[src/rtl/lc3p_pkg.sv]
// Shared definitions for the LC-3 style core: opcodes, control states, sign extension.
package lc3p_pkg;

    localparam logic [3:0] OpBr   = 4'h0;
    localparam logic [3:0] OpAdd  = 4'h1;
    localparam logic [3:0] OpLd   = 4'h2;
    localparam logic [3:0] OpSt   = 4'h3;
    localparam logic [3:0] OpAnd  = 4'h5;
    localparam logic [3:0] OpNot  = 4'h9;
    localparam logic [3:0] OpJmp  = 4'hC;
    localparam logic [3:0] OpLea  = 4'hE;
    localparam logic [3:0] OpTrap = 4'hF;

    // Widest datapath supported by sext; callers truncate to DATA_W.
    localparam int unsigned MaxW = 64;

    typedef enum logic [2:0] {
        StIdle,
        StFetch,
        StDecode,
        StExec,
        StMem,
        StHalt
    } state_e;

    function automatic logic [MaxW-1:0] sext(input logic [15:0] val, input int unsigned bits);
        logic [MaxW-1:0] res;
        logic [3:0]      idx;
        for (int unsigned i = 0; i < MaxW; i++) begin
            idx    = (i < bits) ? 4'(i) : 4'(bits - 1);
            res[i] = val[idx];
        end
        return res;
    endfunction

endpackage

[src/rtl/lc3p_if.sv]
// Single-port memory handshake: request held until ack, ack may arrive in the first cycle.
interface lc3p_if #(
    parameter int unsigned DATA_W = 16,
    parameter int unsigned ADDR_W = 16
);
    logic              mem_req;
    logic              mem_we;
    logic [ADDR_W-1:0] mem_addr;
    logic [DATA_W-1:0] mem_wdata;
    logic [DATA_W-1:0] mem_rdata;
    logic              mem_ack;

    modport master (
        output mem_req, mem_we, mem_addr, mem_wdata,
        input  mem_rdata, mem_ack
    );

    modport slave (
        input  mem_req, mem_we, mem_addr, mem_wdata,
        output mem_rdata, mem_ack
    );
endinterface

[src/rtl/lc3p_regfile.sv]
// Eight-entry register file: two combinational read ports, one clocked write port.
module lc3p_regfile #(
    parameter int unsigned DATA_W = 16
) (
    input  logic              clk,
    input  logic              reset,
    input  logic [2:0]        ra1_i,
    output logic [DATA_W-1:0] rd1_o,
    input  logic [2:0]        ra2_i,
    output logic [DATA_W-1:0] rd2_o,
    input  logic              we_i,
    input  logic [2:0]        wa_i,
    input  logic [DATA_W-1:0] wd_i
);
    logic [DATA_W-1:0] regs_q [8];
    logic [DATA_W-1:0] regs_d [8];

    always_comb begin
        regs_d = regs_q;
        if (we_i) regs_d[wa_i] = wd_i;
    end

    always_ff @(posedge clk or posedge reset) begin
        if (reset) begin
            for (int i = 0; i < 8; i++) regs_q[i] <= '0;
        end else begin
            regs_q <= regs_d;
        end
    end

    assign rd1_o = regs_q[ra1_i];
    assign rd2_o = regs_q[ra2_i];
endmodule

[src/rtl/lc3p_core.sv]
// Self-sequenced LC-3 subset core: fetch/decode/execute FSM around a register file,
// ALU and effective-address adder, talking to memory through a req/ack handshake.
module lc3p_core
    import lc3p_pkg::*;
#(
    parameter int unsigned       DATA_W   = 16,
    parameter int unsigned       ADDR_W   = 16,
    parameter logic [ADDR_W-1:0] PC_RESET = 'h3000
) (
    input  logic              clk,
    input  logic              reset,
    input  logic              run,
    lc3p_if.master            mem,
    output logic [15:0]       IR,
    output logic [ADDR_W-1:0] PC,
    output logic              N,
    output logic              Z,
    output logic              P,
    output logic              halted,
    output logic              illegal
);
    state_e            state_q, state_d;
    logic [ADDR_W-1:0] pc_q, pc_d;
    logic [15:0]       ir_q, ir_d;
    logic              n_q, n_d, z_q, z_d, p_q, p_d;
    logic              halted_q, halted_d, illegal_q, illegal_d;
    logic              req_q, req_d, we_q, we_d;
    logic [ADDR_W-1:0] addr_q, addr_d;
    logic [DATA_W-1:0] wdata_q, wdata_d;

    logic [3:0]        opcode;
    logic [2:0]        ra2;
    logic [DATA_W-1:0] rd1, rd2, off9, imm5, ea, alu_b, alu_res;
    logic              rf_we, flag_we, br_taken;
    logic [DATA_W-1:0] rf_wdata;

    assign opcode   = ir_q[15:12];
    // ST reads its source register through port 2 so the write data is ready in DECODE.
    assign ra2      = (opcode == OpSt) ? ir_q[11:9] : ir_q[2:0];
    assign off9     = DATA_W'(sext(ir_q, 9));
    assign imm5     = DATA_W'(sext(ir_q, 5));
    assign ea       = DATA_W'(pc_q) + off9;
    assign alu_b    = ir_q[5] ? imm5 : rd2;
    assign br_taken = (ir_q[11] & n_q) | (ir_q[10] & z_q) | (ir_q[9] & p_q);

    always_comb begin
        case (opcode)
            OpAdd:   alu_res = rd1 + alu_b;
            OpAnd:   alu_res = rd1 & alu_b;
            default: alu_res = ~rd1;
        endcase
    end

    lc3p_regfile #(
        .DATA_W(DATA_W)
    ) u_regfile (
        .clk  (clk),
        .reset(reset),
        .ra1_i(ir_q[8:6]),
        .rd1_o(rd1),
        .ra2_i(ra2),
        .rd2_o(rd2),
        .we_i (rf_we),
        .wa_i (ir_q[11:9]),
        .wd_i (rf_wdata)
    );

    always_comb begin
        state_d   = state_q;
        pc_d      = pc_q;
        ir_d      = ir_q;
        halted_d  = halted_q;
        illegal_d = illegal_q;
        req_d     = req_q;
        we_d      = we_q;
        addr_d    = addr_q;
        wdata_d   = wdata_q;
        rf_we     = 1'b0;
        rf_wdata  = alu_res;
        flag_we   = 1'b0;

        case (state_q)
            StIdle: begin
                if (run) begin
                    state_d = StFetch;
                    req_d   = 1'b1;
                    we_d    = 1'b0;
                    addr_d  = pc_q;
                end
            end
            StFetch: begin
                if (mem.mem_ack) begin
                    ir_d    = mem.mem_rdata[15:0];
                    pc_d    = pc_q + ADDR_W'(1);
                    req_d   = 1'b0;
                    state_d = StDecode;
                end
            end
            StDecode: begin
                case (opcode)
                    OpLd, OpSt: begin
                        state_d = StMem;
                        req_d   = 1'b1;
                        we_d    = (opcode == OpSt);
                        addr_d  = ea[ADDR_W-1:0];
                        if (opcode == OpSt) wdata_d = rd2;
                    end
                    OpTrap: begin
                        state_d  = StHalt;
                        halted_d = 1'b1;
                    end
                    OpBr, OpAdd, OpAnd, OpNot, OpJmp, OpLea: state_d = StExec;
                    default: begin
                        state_d   = StHalt;
                        halted_d  = 1'b1;
                        illegal_d = 1'b1;
                    end
                endcase
            end
            StExec: begin
                case (opcode)
                    OpAdd, OpAnd, OpNot: begin
                        rf_we   = 1'b1;
                        flag_we = 1'b1;
                    end
                    OpBr:  if (br_taken) pc_d = ea[ADDR_W-1:0];
                    OpJmp: pc_d = rd1[ADDR_W-1:0];
                    OpLea: begin
                        rf_we    = 1'b1;
                        rf_wdata = ea;
                    end
                    default: ;
                endcase
                state_d = StFetch;
                req_d   = 1'b1;
                we_d    = 1'b0;
                addr_d  = pc_d;
            end
            StMem: begin
                if (mem.mem_ack) begin
                    if (opcode == OpLd) begin
                        rf_we    = 1'b1;
                        rf_wdata = mem.mem_rdata;
                        flag_we  = 1'b1;
                    end
                    // Back-to-back: the next fetch request starts right after the ack.
                    state_d = StFetch;
                    we_d    = 1'b0;
                    addr_d  = pc_q;
                end
            end
            StHalt:  ;
            default: state_d = StIdle;
        endcase

        n_d = n_q;
        z_d = z_q;
        p_d = p_q;
        if (flag_we) begin
            n_d = rf_wdata[DATA_W-1];
            z_d = (rf_wdata == '0);
            p_d = ~n_d & ~z_d;
        end
    end

    always_ff @(posedge clk or posedge reset) begin
        if (reset) begin
            state_q   <= StIdle;
            pc_q      <= PC_RESET;
            ir_q      <= '0;
            n_q       <= 1'b0;
            z_q       <= 1'b1;
            p_q       <= 1'b0;
            halted_q  <= 1'b0;
            illegal_q <= 1'b0;
            req_q     <= 1'b0;
            we_q      <= 1'b0;
            addr_q    <= '0;
            wdata_q   <= '0;
        end else begin
            state_q   <= state_d;
            pc_q      <= pc_d;
            ir_q      <= ir_d;
            n_q       <= n_d;
            z_q       <= z_d;
            p_q       <= p_d;
            halted_q  <= halted_d;
            illegal_q <= illegal_d;
            req_q     <= req_d;
            we_q      <= we_d;
            addr_q    <= addr_d;
            wdata_q   <= wdata_d;
        end
    end

    assign mem.mem_req   = req_q;
    assign mem.mem_we    = we_q;
    assign mem.mem_addr  = addr_q;
    assign mem.mem_wdata = wdata_q;
    assign IR            = ir_q;
    assign PC            = pc_q;
    assign N             = n_q;
    assign Z             = z_q;
    assign P             = p_q;
    assign halted        = halted_q;
    assign illegal       = illegal_q;
endmodule

[src/flat_wrapper.sv]
// flat-port wrapper written by rule: the top's interface ports become plain ports
module lc3p_core_flat import lc3p_pkg::*;
#(
    parameter int unsigned       DATA_W   = 16,
    parameter int unsigned       ADDR_W   = 16,
    parameter logic [ADDR_W-1:0] PC_RESET = 'h3000
)
  (clk, reset, run, IR, PC, N, Z, P, halted, illegal, mem_mem_req, mem_mem_we, mem_mem_addr, mem_mem_wdata, mem_mem_rdata, mem_mem_ack);
  lc3p_if #(.DATA_W(DATA_W), .ADDR_W(ADDR_W)) mem_i ();
  input  logic clk;
  input  logic reset;
  input  logic run;
  output logic [15:0] IR;
  output logic [ADDR_W-1:0] PC;
  output logic N;
  output logic Z;
  output logic P;
  output logic halted;
  output logic illegal;
  output wire logic [$bits(mem_i.mem_req)-1:0] mem_mem_req;
  output wire logic [$bits(mem_i.mem_we)-1:0] mem_mem_we;
  output wire logic [$bits(mem_i.mem_addr)-1:0] mem_mem_addr;
  output wire logic [$bits(mem_i.mem_wdata)-1:0] mem_mem_wdata;
  input wire logic [$bits(mem_i.mem_rdata)-1:0] mem_mem_rdata;
  input wire logic [$bits(mem_i.mem_ack)-1:0] mem_mem_ack;
  assign mem_mem_req = mem_i.mem_req;
  assign mem_mem_we = mem_i.mem_we;
  assign mem_mem_addr = mem_i.mem_addr;
  assign mem_mem_wdata = mem_i.mem_wdata;
  assign mem_i.mem_rdata = mem_mem_rdata;
  assign mem_i.mem_ack = mem_mem_ack;
  lc3p_core #(.DATA_W(DATA_W), .ADDR_W(ADDR_W), .PC_RESET(PC_RESET)) u_core (.clk(clk), .reset(reset), .run(run), .mem(mem_i), .IR(IR), .PC(PC), .N(N), .Z(Z), .P(P), .halted(halted), .illegal(illegal));
endmodule
[config.mk]
export PLATFORM = sky130hd
export DESIGN_NAME = lc3p_core_flat
export DESIGN_NICKNAME = d
export VERILOG_FILES = /design/src/rtl/lc3p_pkg.sv /design/src/rtl/lc3p_if.sv /design/src/rtl/lc3p_regfile.sv /design/src/rtl/lc3p_core.sv /design/src/flat_wrapper.sv
export SDC_FILE = /design/constraint.sdc
export NUM_CORES = 1
export LEC_CHECK = 0
export CORE_MARGIN = 1.5
export CORE_UTILIZATION = 60
export CTS_CLUSTER_SIZE = 8
export DETAILED_ROUTE_END_ITERATION = 10
export PLACE_DENSITY_LB_ADDON = 0.25
export REMOVE_ABC_BUFFERS = 1
export SETUP_SLACK_MARGIN = 0.15
export SYNTH_ARGS = -nofsm -noshare
export SYNTH_HDL_FRONTEND = slang
export SYNTH_HIERARCHICAL = 1
export SYNTH_SLANG_ARGS = --single-unit
[constraint.sdc]
create_clock -name clk -period 7.8 [get_ports clk]
set_input_delay 0.78 -clock clk [delete_from_list [all_inputs] [get_ports clk]]
set_output_delay 0.78 -clock clk [all_outputs]
set_load 0.05 [all_outputs]
==> flow_metrics.env, run 1 <==
export IMPL_maxCapViolCount=0
export IMPL_first_pass_iters=5
export IMPL_seq_area_frac_synth_pct=38.5
export IMPL_diodes=0
export IMPL_p_int_uw=1730
export IMPL_met2_usage_pct=53.0
export IMPL_grt_use_total_pct=32.8
export IMPL_yosysUniqueCellTypes=80
export IMPL_critical_path_top_delay_family="simple AND/OR/NAND/NOR gates"
export IMPL_synth_top_area_share_pct=37.9
export IMPL_multi_input_area_mm2=0.00754
export IMPL_fp_coreArea_mm2=0.0213
export IMPL_setup_violations=0
export IMPL_top_usage_layer="met2"
export IMPL_drt_iter0_markers=869
export IMPL_cts_tree="done"
export IMPL_final_common_cell="dfrtp_1"
export IMPL_hp_class="flip-flop to flip-flop"
export IMPL_crit_path_end_kind="flip-flop"
export IMPL_grt_pass1_wl_mm=56.6
export IMPL_hold_viol_final=0
export IMPL_startpoint_type="flip-flop"
export IMPL_p_clk_share_pct=50.9
export IMPL_ant_nets=0
export IMPL_p_switching_uw=481
export IMPL_grt_pass1_vias=9910
export IMPL_tns_ns=0
export IMPL_cts_path_max_buffers=3
export IMPL_rrSetupSlack_ns=1.18
export IMPL_nets=1247
export IMPL_synth_ff_type="dfrtp_1"
export IMPL_vias=10168
export IMPL_synth_edff_count=0
export IMPL_portBuffers=90
export IMPL_relSlewSlack_pct=13.1
export IMPL_pre_cts_ws_ns=1.29
export IMPL_fin_crit_sh_pct=84.9
export IMPL_cts_root_buffer="clkbuf_16"
export IMPL_numCtsBuffers=29
export IMPL_drive_gt1_share_pct=23.5
export IMPL_synth_seq_cells=202
export IMPL_drc_errors=0
export IMPL_yosys_area_top_type="dfrtp_1"
export IMPL_grt_max_degree=75
export IMPL_io_pin_count=91
export IMPL_cp_max_fo=24
export IMPL_worstPathArrival_ns=7.07
export IMPL_outcome="finished clean"
export IMPL_p_comb_share_pct=1.6
export IMPL_switching_share_pct=21.7
export IMPL_crit_buf_inv=2
export IMPL_cts_resized=0
export IMPL_met3_usage_pct=5.42
export IMPL_ir_drop_uv=165
export IMPL_syn_avg_cell_area_um2=11.6
export IMPL_seqCellArea_mm2=0.00506
export IMPL_hpwlAfterDp_mm=25.1
export IMPL_die_h_um=151
export IMPL_num_fill_cells=1510
export IMPL_tightest_slew_ns=1.29
export IMPL_power_density_mw_per_mm2=149
export IMPL_dieWidth_um=151
export IMPL_crit_required_ns=8.25
export IMPL_antenna_found_initial=0
export IMPL_post_cts_setup_buffer_count=0
export IMPL_synthArstFlopShare_pct=100
export IMPL_clk_pin_slew_worst_paths_ns=0.06
export IMPL_via_per_inst=6.88
export IMPL_fp_dieArea_mm2=0.0228
export IMPL_rsz0062_at_grt="no"
export IMPL_worstSkewPairLatency_ns=0.56
export IMPL_slowest_delay_ns=0.75
export IMPL_layout_core_utilization_pct=69.9
export IMPL_hold_buffers=0
export IMPL_area_delta_synth_final_pct=13.2
export IMPL_slew_violations=0
export IMPL_wire_per_inst_um=24.8
export IMPL_finalPower_uw=2210
export IMPL_use_met1_pct=44.6
export IMPL_hold_ws_ns=0.476
export IMPL_fin_crit_ns=6.62
export IMPL_wirelength_mm=36.7
export IMPL_grt_overflow_total=0
export IMPL_globalplace_congestion=0.960
export IMPL_setup_ws_ns=1.18
export IMPL_path_cells="nor2_1 -> nand2_1 -> nor2_1 -> mux2_2 -> buf_4 -> mux4_1 -> mux2_2 -> inv_1 -> o21ai_0 -> ha_1 -> o21a_1 -> a211oi_1 -> a211oi_1 -> o22ai_1 -> mux2i_1 -> or3_1 -> or4b_1 -> or4_4 -> o21a_1"
export IMPL_start_util_pct=61.8
export IMPL_syn_inst=1135
export IMPL_p_leak_uw=0.00658
export IMPL_cpMaxStageDelayCell="mux2_2"
export IMPL_yosys_warnings=6
export IMPL_fmax_mhz=151
export IMPL_seqPwrFrac_pct=47.5
export IMPL_cts_sinks=202
export IMPL_mostFrequentLayoutCells="dfrtp_1 (198), mux2_2 (183), clkdlybuf4s50_1 (90)"
export IMPL_h_tree_depth=1
export IMPL_fin_worst_skew_ns=0.0229
export IMPL_critPathKind="flip-flop to flip-flop"
export IMPL_rows=53
export IMPL_synth_area_top_cells="dfrtp_1 (38%), mux2_2 (16%), mux4_1 (9.2%)"
export IMPL_syn_area_mm2=0.0131
==> sequential cells by signal (all words and copies together), names as in the netlist <==
register and cells:
u_core/P 1, u_core/Z 1, u_core/mem.mem_req 1, u_core/u_regfile/regs_q 128, u_core/mem.mem_wdata 16, u_core/PC 16, u_core/N 1, u_core/mem.mem_addr 16
u_core/mem.mem_we 1, u_core/state_q 3, u_core/illegal 1, u_core/halted 1, u_core/IR 16
==> cells in the mapped netlist, drive strengths merged, types with 8 or more instances <==
| cell type | instances |
|---|---|
| nand3 | 27 |
| dfrtp | 199 |
| a211oi | 18 |
| mux4 | 64 |
| a222oi | 11 |
| a21oi | 59 |
| a21o | 10 |
| and3 | 8 |
| o21ai | 77 |
| nor2 | 55 |
| nand2b | 11 |
| mux2 | 193 |
| ha | 32 |
| xnor2 | 21 |
| buf | 45 |
| xor2 | 14 |
| nand2 | 75 |
| a22oi | 14 |
| inv | 28 |
| nand4 | 9 |
| clkbuf | 36 |
==> power groups by stage <==
stage / logic (uW) / registers [uW] / clock network (uW)
3_3_place_gp: 37.6 / 1070 / 0
2_1_floorplan: 16.1 / 1070 / 0
3_5_place_dp: 37.7 / 1070 / 0
4_1_cts: 37.8 / 1050 / 1140
6_report: 36.4 / 1050 / 1120
5_1_grt: 41.5 / 1050 / 1180
==> final cells by class <==
cell class,count,area share (%)
multi-input cells,824,50.7
clock inverters,2,0.193
clock buffers,39,5.13
repair buffers,108,6.96
inverters,28,0.731
flip-flops and latches,202,34.0
well taps,275,2.31
==> worst register-to-register path, delay by kind of cell (launching register included) <==
family | cells | cell delay, ns
muxes | 4 | 1.68
AOI/OAI and AO/OA | 6 | 1.04
adders and majority gates | 1 | 0.42
DFF | 1 | 0.52
buffers and inverters | 2 | 0.42
and+or+nand+nor | 6 | 2.43
==> worst paths after layout <==
check | startpoint | to | cells after the start
setup / recovery | u_core/IR[15] | u_core/P | 19
hold / removal | u_core/illegal | u_core/illegal | 1
setup reg to reg | u_core/IR[15] | u_core/P | 19
hold reg to reg | u_core/illegal | u_core/illegal | 1
max in group asynchronous | reset | u_core/u_regfile/regs_q[60] | 3
min in group asynchronous | reset | u_core/u_regfile/regs_q[0] | 2
==> stage by stage <==
step | cell area [um^2] | instances
floorplan | 12600 | 1054
global placement | 14100 | 1437
detailed placement | 14100 | 1437
CTS | 14900 | 1478
global route | 14900 | 1478
finish | 14900 | 1478
==> logic make-up (layout without fill, tap and decap cells) <==
logic type                 after synthesis  count (layout)  synth area share (%)
muxes                                  261             261                  29.1
AOI/OAI and AO/OA                      257             257                  12.7
and+or+nand+nor                        236             236                  9.33
DFF                                    202             202                  38.5
buffers and inverters                  109             177                  4.60
adders and majority gates               35              35                  3.43
xor gates and xnor gates                35              35                  2.33
==> metal layers <==
| metal | part of all wire (%) | vias up |
|---|---|---|
| met2 | 47 | 518 |
| met5 | 0 | - |
| li1 | - | 4469 |
| met1 | 41 | 5098 |
| met4 | 3.4 | 0 |
| met3 | 8.5 | 83 |
No activity file was read; power rests on OpenSTA's default activity.
==> run 2: changes to the inputs <==
--- a/config.mk
+++ b/config.mk
@@ -6,7 +6,7 @@
 export NUM_CORES = 1
 export LEC_CHECK = 0
 export CORE_MARGIN = 1.5
-export CORE_UTILIZATION = 60
+export CORE_UTILIZATION = 54
 export CTS_CLUSTER_SIZE = 8
 export DETAILED_ROUTE_END_ITERATION = 10
 export PLACE_DENSITY_LB_ADDON = 0.25
==> constraint.sdc (replaced) <==
create_clock -name clk -period 5.4 [get_ports clk]
set_input_delay 0.54 -clock clk [delete_from_list [all_inputs] [get_ports clk]]
set_output_delay 0.54 -clock clk [all_outputs]
set_load 0.05 [all_outputs]
==> flow_metrics.env, run 2 (same netlist as run 1, synthesis figures left out) <==
export IMPL_slew_violations=0
export IMPL_largest_register="u_core/u_regfile/regs_q"
export IMPL_timing_rr_start="u_core/IR[15]"
export IMPL_die_h_um=159
export IMPL_worstSkewPairLatency_ns=0.56
export IMPL_ir_drop_uv=224
export IMPL_hp_class="input port to asynchronous set/reset pin"
export IMPL_fmax_mhz=189
export IMPL_pre_cts_ws_ns=-0.169
export IMPL_clk_pin_slew_worst_paths_ns=0.06
export IMPL_placed_area_mm2=0.0145
export IMPL_path_cells="nor2_2 -> nand2_2 -> nor2_4 -> mux2_4 -> mux4_2 -> mux2_4 -> mux2_4 -> ha_4 -> fa_2 -> a21o_1 -> a21oi_2 -> xnor2_1 -> a221o_1 -> or3_1 -> or3_1 -> or4_4 -> or4_4 -> o21a_1"
export IMPL_fp_coreArea_mm2=0.0237
export IMPL_p_switching_uw=693
export IMPL_fin_worst_skew_ns=0.0225
export IMPL_rows=56
export IMPL_rr_endpoint="u_core/P"
export IMPL_setup_ws_ns=0.123
export IMPL_cts_sinks=202
export IMPL_switching_share_pct=21.7
export IMPL_mostFrequentLayoutCells="dfrtp_1 (197), mux2_2 (176), buf_4 (112)"
export IMPL_fin_crit_sh_pct=97.7
export IMPL_drt_iter0_markers=1131
export IMPL_num_fill_cells=1787
export IMPL_via_per_inst=6.59
export IMPL_p_int_uw=2500
export IMPL_power_density_mw_per_mm2=201
export IMPL_numCtsBuffers=29
export IMPL_first_pass_iters=7
export IMPL_final_common_cell="dfrtp_1"
export IMPL_grt_pass1_vias=10638
export IMPL_rsz0062_at_grt="yes"
export IMPL_nets=1348
export IMPL_h_tree_depth=1
export IMPL_hold_buffers=0
export IMPL_design_area_mm2=0.0159
export IMPL_diodes=0
export IMPL_ff2ff_path_depth=18
export IMPL_tightest_slew_ns=1.04
export IMPL_globalplace_congestion=1.00
export IMPL_largest_reg_flops=128
export IMPL_p_comb_share_pct=1.7
export IMPL_grt_pass1_wl_mm=61.4
export IMPL_startpoint_type="flip-flop"
export IMPL_maxCapViolCount=0
export IMPL_ant_nets=0
export IMPL_area_delta_synth_final_pct=20.7
export IMPL_grt_overflow_total=0
export IMPL_hold_viol_final=0
export IMPL_io_pin_count=91
export IMPL_grt_use_total_pct=31.0
export IMPL_vias=10728
export IMPL_critPathKind="flip-flop to flip-flop"
export IMPL_timing_critical_path_mode_cell="mux2_4"
export IMPL_dieWidth_um=159
export IMPL_wire_per_inst_um=24.5
export IMPL_hpwlAfterDp_mm=25.9
export IMPL_crit_required_ns=5.85
export IMPL_drc_errors=0
export IMPL_cts_tree="done"
export IMPL_antenna_found_initial=0
export IMPL_cts_path_max_buffers=3
export IMPL_drive_gt1_share_pct=30.8
export IMPL_worstPathArrival_ns=5.73
export IMPL_p_leak_uw=0.00708
export IMPL_start_util_pct=55.5
export IMPL_cp_max_fo=5
export IMPL_cts_root_buffer="clkbuf_16"
export IMPL_cpMaxStageDelayCell="or4_4"
export IMPL_setup_violations=0
export IMPL_wirelength_mm=39.8
export IMPL_p_clk_share_pct=50.8
export IMPL_grt_max_degree=75
export IMPL_slowest_delay_ns=0.50
export IMPL_critical_path_top_delay_family="simple AND/OR/NAND/NOR gates"
export IMPL_fp_dieArea_mm2=0.0253
export IMPL_relSlewSlack_pct=30.1
export IMPL_rrSetupSlack_ns=0.12
export IMPL_crit_path_end_kind="flip-flop"
export IMPL_portBuffers=90
export IMPL_crit_buf_inv=0
export IMPL_outcome="finished clean"
export IMPL_seqPwrFrac_pct=47.4
export IMPL_fin_crit_ns=5.28
-- run 2: cell count changes in the layout (fill, tap and decap cells not counted), moves of 4 or more --
cell	before	now
mux2_4	0	7
clkbuf_1	10	14
mux2_2	183	176
buf_4	18	112
-- run 2: final cells by class --
| type | count | area (um^2) | share of cell area [%] |
|---|---|---|---|
| Timing Repair Buffer | 207 | 1840 | 11.6 |
| Clock buffer | 43 | 778 | 4.91 |
| Clock inverter | 2 | 13.8 | 0.0868 |
| Inverter | 28 | 109 | 0.686 |
| Sequential cell | 202 | 5060 | 31.9 |
| Multi-Input combinational cell | 826 | 7670 | 48.3 |
| Tap cell | 319 | 399 | 2.52 |
-- run 2: metrics by stage --
step / setup TNS, ns / cells / hold slack (ns) / util, % / total power, uW
final: 0 / 1627 / 0.470 / 67.0 / 3200
after detailed placement: -0.282 / 1528 / 0.457 / 61.3 / 1600
after CTS: 0 / 1617 / 0.471 / 66.3 / 3230
after global routing: -0.0253 / 1627 / 0.491 / 67.0 / 3300
after global placement: -0.0417 / 1528 / 0.457 / 61.3 / 1600
after floorplan: -3.82 / 1054 / 0.465 / - / 1560
-- run 2: layer usage --
metal,track usage [%],routed length [um],vias to the layer above
met5,0,0,-
met4,14.5,1890,0
met3,4.98,3350,131
met2,49.3,18600,569
met1,41.9,16000,5354
li1,-,-,4674
-- run 2: worst max-delay path by stage --
stage               slack, ns  cells past startpoint     startpoint  endpoint
floorplan               -1.01                     18  u_core/IR[14]  u_core/P
global placement        -0.04                     18  u_core/IR[15]  u_core/P
detailed placement      -0.17                     18  u_core/IR[15]  u_core/P
CTS                      0.15                     18  u_core/IR[14]  u_core/P
global route            -0.03                     20  u_core/IR[15]  u_core/P
finish                   0.12                     18  u_core/IR[15]  u_core/P
-- run 2: power by group through the flow --
stage	Combinational, uW	Sequential [uW]	Clock, uW
detailed placement	56.9	1540	0
finish	55.3	1520	1620
CTS	57.1	1520	1660
global placement	56.2	1540	0
global route	61.8	1510	1720
floorplan	23.3	1540	0
-- run 2: what timing repair did --
action | CTS | global route
pin swaps | 6 | 13
gates resized for setup | 12 | 22
buffers inserted | 43 | 8
endpoints found under the setup margin | 10 | 33
cloned | 1 | 2
-- run 2: worst register-to-register path, stage by stage (launching register included) --
cell and delay (ns):
dfrtp_1 0.39, nor2_2 0.15, nand2_2 0.10, nor2_4 0.15
mux2_4 0.38, mux4_2 0.44, mux2_4 0.29, mux2_4 0.29
ha_4 0.17, fa_2 0.37, a21o_1 0.20, a21oi_2 0.13
xnor2_1 0.08, a221o_1 0.34, or3_1 0.35, or3_1 0.31
or4_4 0.42, or4_4 0.50, o21a_1 0.12
